## src/rtl/sram_ahb_ctrl_if.sv

```systemverilog
// AHB-Lite bus bundle between the interconnect (master side) and the SRAM controller (slave side).
// Widths follow the controller's ADDR_WIDTH/WORD_WIDTH so one instance can be passed straight in.
interface sram_ahb_ctrl_if #(
    parameter int unsigned ADDR_WIDTH = 10,
    parameter int unsigned WORD_WIDTH = 32
);
    logic                  hsel;
    logic [1:0]            htrans;
    logic [ADDR_WIDTH-1:0] haddr;
    logic                  hwrite;
    logic [2:0]            hsize;
    logic [WORD_WIDTH-1:0] hwdata;
    logic                  hready;
    logic                  hresp;
    logic [WORD_WIDTH-1:0] hrdata;

    modport master (
        output hsel, htrans, haddr, hwrite, hsize, hwdata,
        input  hready, hresp, hrdata
    );

    modport slave (
        input  hsel, htrans, haddr, hwrite, hsize, hwdata,
        output hready, hresp, hrdata
    );
endinterface

```

## src/rtl/sram_ahb_ctrl.sv

```systemverilog
// AHB-Lite slave driving a single-port synchronous SRAM with byte lanes, separate read/write
// wait states, pipelined back-to-back transfers and a two-cycle ERROR response.
module sram_ahb_ctrl #(
    parameter int unsigned ADDR_WIDTH = 10,
    parameter int unsigned WORD_WIDTH = 32,
    parameter int unsigned WRITE_WAIT = 1,
    parameter int unsigned READ_WAIT  = 2
) (
    input  logic                                        hclk,
    input  logic                                        hreset,
    sram_ahb_ctrl_if.slave                              ahb,
    output logic                                        sram_clk,
    output logic                                        sram_cs_n,
    output logic                                        sram_we_n,
    output logic [WORD_WIDTH/8-1:0]                     sram_be,
    output logic [ADDR_WIDTH-$clog2(WORD_WIDTH/8)-1:0]  sram_addr,
    output logic [WORD_WIDTH-1:0]                       sram_din,
    input  logic [WORD_WIDTH-1:0]                       sram_dout
);
    localparam int unsigned NBYTES  = WORD_WIDTH / 8;
    localparam int unsigned BYTE_W  = $clog2(NBYTES);
    localparam int unsigned SRAM_AW = ADDR_WIDTH - BYTE_W;
    localparam logic [3:0]  WR_LAST = 4'(WRITE_WAIT);
    localparam logic [3:0]  RD_LAST = 4'(READ_WAIT);

    typedef enum logic [1:0] {StIdle, StAccess, StErr1, StErr2} state_e;

    state_e               state_q, state_d;
    logic [3:0]           cnt_q, cnt_d;
    logic [SRAM_AW-1:0]   addr_q;
    logic                 write_q;
    logic [NBYTES-1:0]    mask_q, mask_d;
    logic [WORD_WIDTH-1:0] hold_q;

    logic                  ready, resp;
    logic [WORD_WIDTH-1:0] rdata;
    logic                  accept, illegal, last, rd_capture;

    // Address-phase decode: legality and byte-lane mask from size and low address bits.
    always_comb begin
        int unsigned size_bytes;
        int unsigned offset;
        size_bytes = 32'd1 << ahb.hsize;
        offset     = 32'(ahb.haddr) & (NBYTES - 1);
        illegal    = ((32'd8 << ahb.hsize) > WORD_WIDTH) || ((offset & (size_bytes - 1)) != 0);
        mask_d     = NBYTES'(((64'd1 << size_bytes) - 64'd1) << offset);
    end

    always_comb begin
        state_d    = state_q;
        cnt_d      = cnt_q;
        ready      = 1'b1;
        resp       = 1'b0;
        rdata      = hold_q;
        sram_cs_n  = 1'b1;
        sram_we_n  = 1'b1;
        sram_be    = '0;
        rd_capture = 1'b0;
        last       = (cnt_q == (write_q ? WR_LAST : RD_LAST));

        unique case (state_q)
            StAccess: begin
                sram_cs_n = 1'b0;
                ready     = last;
                if (write_q) begin
                    sram_we_n = !last;
                    sram_be   = last ? mask_q : '0;
                end else if (last) begin
                    // SRAM output is valid exactly now; forward it and keep a copy.
                    rdata      = sram_dout;
                    rd_capture = 1'b1;
                end
            end
            StErr1: begin
                ready = 1'b0;
                resp  = 1'b1;
            end
            StErr2: begin
                resp = 1'b1;
            end
            default: ;
        endcase

        accept = ahb.hsel && ahb.htrans[1] && ready;

        if (state_q == StErr1) begin
            state_d = StErr2;
        end else if (state_q == StAccess && !last) begin
            cnt_d = cnt_q + 4'd1;
        end else if (accept) begin
            state_d = illegal ? StErr1 : StAccess;
            cnt_d   = '0;
        end else begin
            state_d = StIdle;
            cnt_d   = '0;
        end
    end

    always_ff @(posedge hclk or posedge hreset) begin
        if (hreset) begin
            state_q <= StIdle;
            cnt_q   <= '0;
        end else begin
            state_q <= state_d;
            cnt_q   <= cnt_d;
        end
    end

    // Loading only at the closing edge keeps sram_addr stable for the transfer in flight.
    always_ff @(posedge hclk or posedge hreset) begin
        if (hreset) begin
            addr_q  <= '0;
            write_q <= 1'b0;
            mask_q  <= '0;
        end else if (accept) begin
            addr_q  <= ahb.haddr[ADDR_WIDTH-1:BYTE_W];
            write_q <= ahb.hwrite;
            mask_q  <= mask_d;
        end
    end

    always_ff @(posedge hclk or posedge hreset) begin
        if (hreset) begin
            hold_q <= '0;
        end else if (rd_capture) begin
            hold_q <= sram_dout;
        end
    end

    assign ahb.hready = ready;
    assign ahb.hresp  = resp;
    assign ahb.hrdata = rdata;
    assign sram_clk   = hclk;
    assign sram_addr  = addr_q;
    assign sram_din   = ahb.hwdata;
endmodule

```

## src/flat_wrapper.sv

```systemverilog
// flat-port wrapper written by rule: the top's interface ports become plain ports
module sram_ahb_ctrl_flat 
#(
    parameter int unsigned ADDR_WIDTH = 10,
    parameter int unsigned WORD_WIDTH = 32,
    parameter int unsigned WRITE_WAIT = 1,
    parameter int unsigned READ_WAIT  = 2
)
  (hclk, hreset, sram_clk, sram_cs_n, sram_we_n, sram_be, sram_addr, sram_din, sram_dout, ahb_hsel, ahb_htrans, ahb_haddr, ahb_hwrite, ahb_hsize, ahb_hwdata, ahb_hready, ahb_hresp, ahb_hrdata);
  sram_ahb_ctrl_if #(.ADDR_WIDTH(ADDR_WIDTH), .WORD_WIDTH(WORD_WIDTH)) ahb_i ();
  input  logic hclk;
  input  logic hreset;
  output logic sram_clk;
  output logic sram_cs_n;
  output logic sram_we_n;
  output logic [WORD_WIDTH/8-1:0] sram_be;
  output logic [ADDR_WIDTH-$clog2(WORD_WIDTH/8)-1:0] sram_addr;
  output logic [WORD_WIDTH-1:0] sram_din;
  input  logic [WORD_WIDTH-1:0] sram_dout;
  input wire logic [$bits(ahb_i.hsel)-1:0] ahb_hsel;
  input wire logic [$bits(ahb_i.htrans)-1:0] ahb_htrans;
  input wire logic [$bits(ahb_i.haddr)-1:0] ahb_haddr;
  input wire logic [$bits(ahb_i.hwrite)-1:0] ahb_hwrite;
  input wire logic [$bits(ahb_i.hsize)-1:0] ahb_hsize;
  input wire logic [$bits(ahb_i.hwdata)-1:0] ahb_hwdata;
  output wire logic [$bits(ahb_i.hready)-1:0] ahb_hready;
  output wire logic [$bits(ahb_i.hresp)-1:0] ahb_hresp;
  output wire logic [$bits(ahb_i.hrdata)-1:0] ahb_hrdata;
  assign ahb_i.hsel = ahb_hsel;
  assign ahb_i.htrans = ahb_htrans;
  assign ahb_i.haddr = ahb_haddr;
  assign ahb_i.hwrite = ahb_hwrite;
  assign ahb_i.hsize = ahb_hsize;
  assign ahb_i.hwdata = ahb_hwdata;
  assign ahb_hready = ahb_i.hready;
  assign ahb_hresp = ahb_i.hresp;
  assign ahb_hrdata = ahb_i.hrdata;
  sram_ahb_ctrl #(.ADDR_WIDTH(ADDR_WIDTH), .WORD_WIDTH(WORD_WIDTH), .WRITE_WAIT(WRITE_WAIT), .READ_WAIT(READ_WAIT)) u_core (.hclk(hclk), .hreset(hreset), .ahb(ahb_i), .sram_clk(sram_clk), .sram_cs_n(sram_cs_n), .sram_we_n(sram_we_n), .sram_be(sram_be), .sram_addr(sram_addr), .sram_din(sram_din), .sram_dout(sram_dout));
endmodule
```

## config.mk

```make
export PLATFORM = sky130hd
export DESIGN_NAME = sram_ahb_ctrl_flat
export DESIGN_NICKNAME = d
export VERILOG_FILES = /design/src/rtl/sram_ahb_ctrl_if.sv /design/src/rtl/sram_ahb_ctrl.sv /design/src/flat_wrapper.sv
export SDC_FILE = /design/constraint.sdc
export NUM_CORES = 1
export LEC_CHECK = 0
export ABC_AREA = 1
export CAP_MARGIN = 30
export CORE_AREA = 2 2 88 90
export CTS_BUF_LIST = sky130_fd_sc_hd__clkbuf_8
export DETAILED_ROUTE_END_ITERATION = 10
export DIE_AREA = 0 0 90 92
export GPL_TIMING_DRIVEN = 0
export PLACE_DENSITY = 0.8
export SYNTH_ARGS = -nofsm -noshare
export SYNTH_HDL_FRONTEND = slang
export SYNTH_SLANG_ARGS = --single-unit
```

## constraint.sdc

```tcl
create_clock -name hclk -period 2.1 [get_ports hclk]
set_input_delay 0.315 -clock hclk [delete_from_list [all_inputs] [get_ports hclk]]
set_output_delay 0.315 -clock hclk [all_outputs]
set_load 0.005 [all_outputs]
```

# ---- Word-level counts from Yosys, hierarchy flattened
# Cells that the tools add are included.
dict set report word_totals {
  regBits 51
  wordCells 47
}
dict set report classes {
  n_addsub 3
  n_lt_le_gt_ge 1
  eq_ne 5
  shifts 4
  n_mux 20
  n_bitwise 1
  reduce_logical 7
}
# cell n
set ops {}
lappend ops {{2-to-1 mux 32 bit} 3}
lappend ops {{<< shifter 1 x 32 -> 64 bit (first input constant)} 1}
lappend ops {{<< shifter 64 x 2 -> 4 bit} 1}
lappend ops {{subtractor 64 x 1 -> 64 bit (second input constant)} 1}
lappend ops {{bitwise AND 2 x 32 -> 32 bit} 1}
lappend ops {{> comparator 32 x 6 -> 1 bit (second input constant)} 1}
lappend ops {{nonzero test 32 bit} 1}
lappend ops {{<< shifter 1 x 3 -> 32 bit (first input constant)} 1}
lappend ops {{<< shifter 4 x 3 -> 32 bit (first input constant)} 1}
lappend ops {{subtractor 32 x 1 -> 32 bit (second input constant)} 1}
lappend ops {{2-to-1 mux 4 bit} 4}
lappend ops {{2-to-1 mux 2 bit} 5}
lappend ops {{2-to-1 mux 1 bit} 7}
lappend ops {{adder 4 x 1 -> 4 bit (second input constant)} 1}
lappend ops {{equality test 2 bit (second input constant)} 2}
lappend ops {{equality test 4 bit} 1}
lappend ops {{logical AND 1 bit} 3}
lappend ops {{equality test 2 x 1 -> 1 bit (second input constant)} 1}
lappend ops {{!= test 2 x 1 -> 1 bit (second input constant)} 1}
lappend ops {{one-hot mux 1 bit (2 select lines)} 1}
lappend ops {{OR reduction 2 bit} 1}
lappend ops {{logical NOT 1 bit} 1}
lappend ops {{logical OR 1 bit} 1}

# ---- Depth between registers and ports, before layout
dict set report depth {
  depth_word 9
  mapped_depth 9
  ltp_nobuf 9
}

==> metrics <==
Post-Layout Cell Count=slightly above 600; Synth area leader=dfrtp_1; count of hold-fix buffers inserted at cts=0; io pins=164; first-pass GRT wire length=12300 um; initial DRC count=60; Cell Rows=32; dominant synthesized flop cell=dfrtp_1; Ys Warns=0; Detailed Route WL=7740 um; Port Buf Inserts=130; FMAX=414 MHz; Max-Cap Viols=0; peak ir drop on the vdd network=~430 uV; Post-Synthesis Cells=~330; WP data required=about 1.8 ns; Syn Nets=approximately 420; CP Data Arrival Time=2.10 ns; Final Hold Vio Count=0; Core ar.=between 7000 and 8000 um^2; # fillers=631; vias in the first global route=around 2700; Seq pwr share=0.319; initial antenna violation count=0; critical path peak fanout=5; post-detail-place hpwl=approximately 5400 um; clock power share=0.171; Die Wd=roughly 90 um; PD cells=around 1100 nW/um^2; TritonCTS clock tree=done; Pre-Repair DR Iteration Count=4; synth-to-layout area growth=72.6%; top-count cell post-synth=nand2_1; Area after DPL=approximately 4100 um^2; critical path startpoint category=flip-flop; largest net degree at the start of global routing=33; Async SR Flop Fraction=1.00; RePlAce Congestion=around 0.75; Mean Syn Cell Area=8.04 um^2; crit path kind=reg -> out; Worst-Skew Late Latency=~0.40 ns; status=finished, violations left; static leakage=2.36 nW; part of the Yosys area used for sequential elements=0.475; Int Power=roughly 3.3 mW; Period minus WS final=between 2 and 2.5 ns; hold crit path type=in -> async; violated checks=setup timing; final instance area=approximately 4600 um^2; GRT Resource Usage Total=0.185; share of cells above drive strength 1=0.348; Layout Skew=between 0.007 and 0.008 ns; Synth area leaders=dfrtp_1 48%, o21ai_0 13%, nand2_1 11%, buf_4 9.8%, inv_1 7.0%; Wirelength per Cell=around 13 um; critical path capture point type=output pin; setup slack after layout=-0.315 ns; Antenna Nets Post-Route=0; setup violators final=37; sw frac=0.352; Mapped Area=2690 um^2; drc violations=0; placed insts=567; Max Slew Vio Count=0; fin crit share=1.15; ant diodes=0; Post-synth EDFFs=0; Logic pwr share=0.510; switching pwr=1.80 mW; Post-synth top cells=77 x nand2_1, 70 x o21ai_0, 51 x dfrtp_1, 50 x inv_1, 35 x buf_4; post-synth cell types=22; #FFs+latches synth=51; grt ovf=0; Die ar.=8280 um^2; DIE HEIGHT=roughly 92 um; Synth top area share=0.475; initial core utilization=0.361; drt via density=4.49; Clock transition at path regs=0.09 ns; RSZ-0062 raised after global routing=true; Nets=roughly 600; Via Count=between 2000 and 3000
-- metal layers --
layer,vias up,wire length [um],GRT usage
met5,-,0,0
met1,1263,3080,0.205
met3,12,578,0.0674
li1,1346,-,-
met2,106,3950,0.328
met4,0,131,0.0628
-- final cells by class --
type                    count  area (um^2)  area share
repair buffers            162         1450       0.312
flip-flops and latches     51         1280       0.276
multi-input cells         188         1080       0.234
plain buffers              43          345      0.0745
inverters                  50          188      0.0405
well taps                 102          128      0.0275
clock buffers               9          119      0.0257
clock inverters             3         43.8     0.00945
-- worst paths after layout --
| check | start | slack (ns) | endpoint | cells after the start |
|---|---|---|---|---|
| worst max-delay path | u_core.cnt_q[1]$_DFFE_PP0N_ | -0.31 | ahb_hrdata[24] | 12 |
| worst min-delay path | hreset | 0.23 | u_core.state_q[1]$_DFFE_PP0P_ | 2 |
| worst max register to register | u_core.cnt_q[1]$_DFFE_PP0N_ | -0.01 | u_core.hold_q[5]$_DFFE_PP0P_ | 15 |
| worst min register to register | u_core.sram_addr[3]$_DFFE_PP0P_ | 0.49 | u_core.sram_addr[3]$_DFFE_PP0P_ | 2 |
| max in group asynchronous | hreset | 1.37 | u_core.write_q$_DFFE_PP0P_ | 3 |
| min in group hclk | ahb_haddr[4] | 0.43 | u_core.sram_addr[2]$_DFFE_PP0P_ | 3 |
-- metrics by stage --
step / setup slack [ns] / util / hold WS [ns] / setup TNS (ns) / power, mW
after global placement: -0.421 / 0.552 / 0.466 / -28.67 / 4.11
after global routing: -0.432 / 0.622 / 0.250 / -12.72 / 5.55
final: -0.315 / 0.622 / 0.231 / -8.51 / 5.11
after detailed placement: -0.325 / 0.555 / 0.465 / -8.63 / 4.18
after CTS: -0.267 / 0.596 / 0.232 / -8.39 / 4.91
after floorplan: 0.450 / - / 0.396 / 0 / 2.73
-- flip-flops by register name (all words and copies together) (netlist names) --
register          count
u_core.hold_q        32
u_core.sram_addr      8
u_core.cnt_q          4
u_core.mask_q         4
u_core.state_q        2
u_core.write_q        1
-- critical path, stage by stage (launching register included) --
cell	delay (ns)
dfrtp_1	0.42
buf_6	0.12
nand2_2	0.05
nand2_2	0.07
nand3_4	0.08
nor3_4	0.25
buf_6	0.17
buf_8	0.11
buf_6	0.10
buf_6	0.10
nand2_4	0.04
o21ai_1	0.06
buf_2	0.13
-- power groups by stage --
stage / combinational, mW / sequential (mW) / clock (mW)
finish: 2.61 / 1.63 / 0.875
global route: 2.91 / 1.69 / 0.957
global placement: 2.41 / 1.63 / 0.0665
CTS: 2.39 / 1.63 / 0.899
floorplan: 1.09 / 1.61 / 0.0309
detailed placement: 2.47 / 1.64 / 0.0665
-- cells by family (layout without fill, tap and decap cells) --
logic type	after synthesis	after routing	synth area share
and+or+nand+nor	105	105	0.168
DFF	51	51	0.475
buffers and inverters	95	267	0.194
xor gates and xnor gates	2	2	0.00652
adders and majority gates	2	2	0.00932
other	1	1	0.00140
AOI/OAI and AO/OA	78	78	0.145
-- repair_timing --
item,4_1_cts,5_1_grt
setup buffers,24,8
pin swaps,4,3
setup endpoints to repair,39,39
gates cloned,1,1
resized for setup,180,64
-- layout by cell type (no fill, tap or decap), types with 2 or more instances in the layout --
cell type | Yosys | routed
buf_2 | 0 | 33
buf_4 | 35 | 57
buf_6 | 3 | 9
buf_8 | 1 | 3
clkbuf_8 | 0 | 10
clkdlybuf4s50_1 | 0 | 91
dfrtp_1 | 51 | 50
dlygate4sd2_1 | 0 | 5
ha_1 | 2 | 2
inv_1 | 50 | 47
inv_2 | 0 | 3
nand2_1 | 77 | 52
nand2_2 | 10 | 20
nand2_4 | 0 | 15
nand3_1 | 4 | 4
nor2_1 | 9 | 6
nor2_2 | 1 | 4
o21ai_0 | 70 | 45
o21ai_1 | 7 | 20
o21ai_2 | 0 | 12
Power figures use the tool's default switching activity.
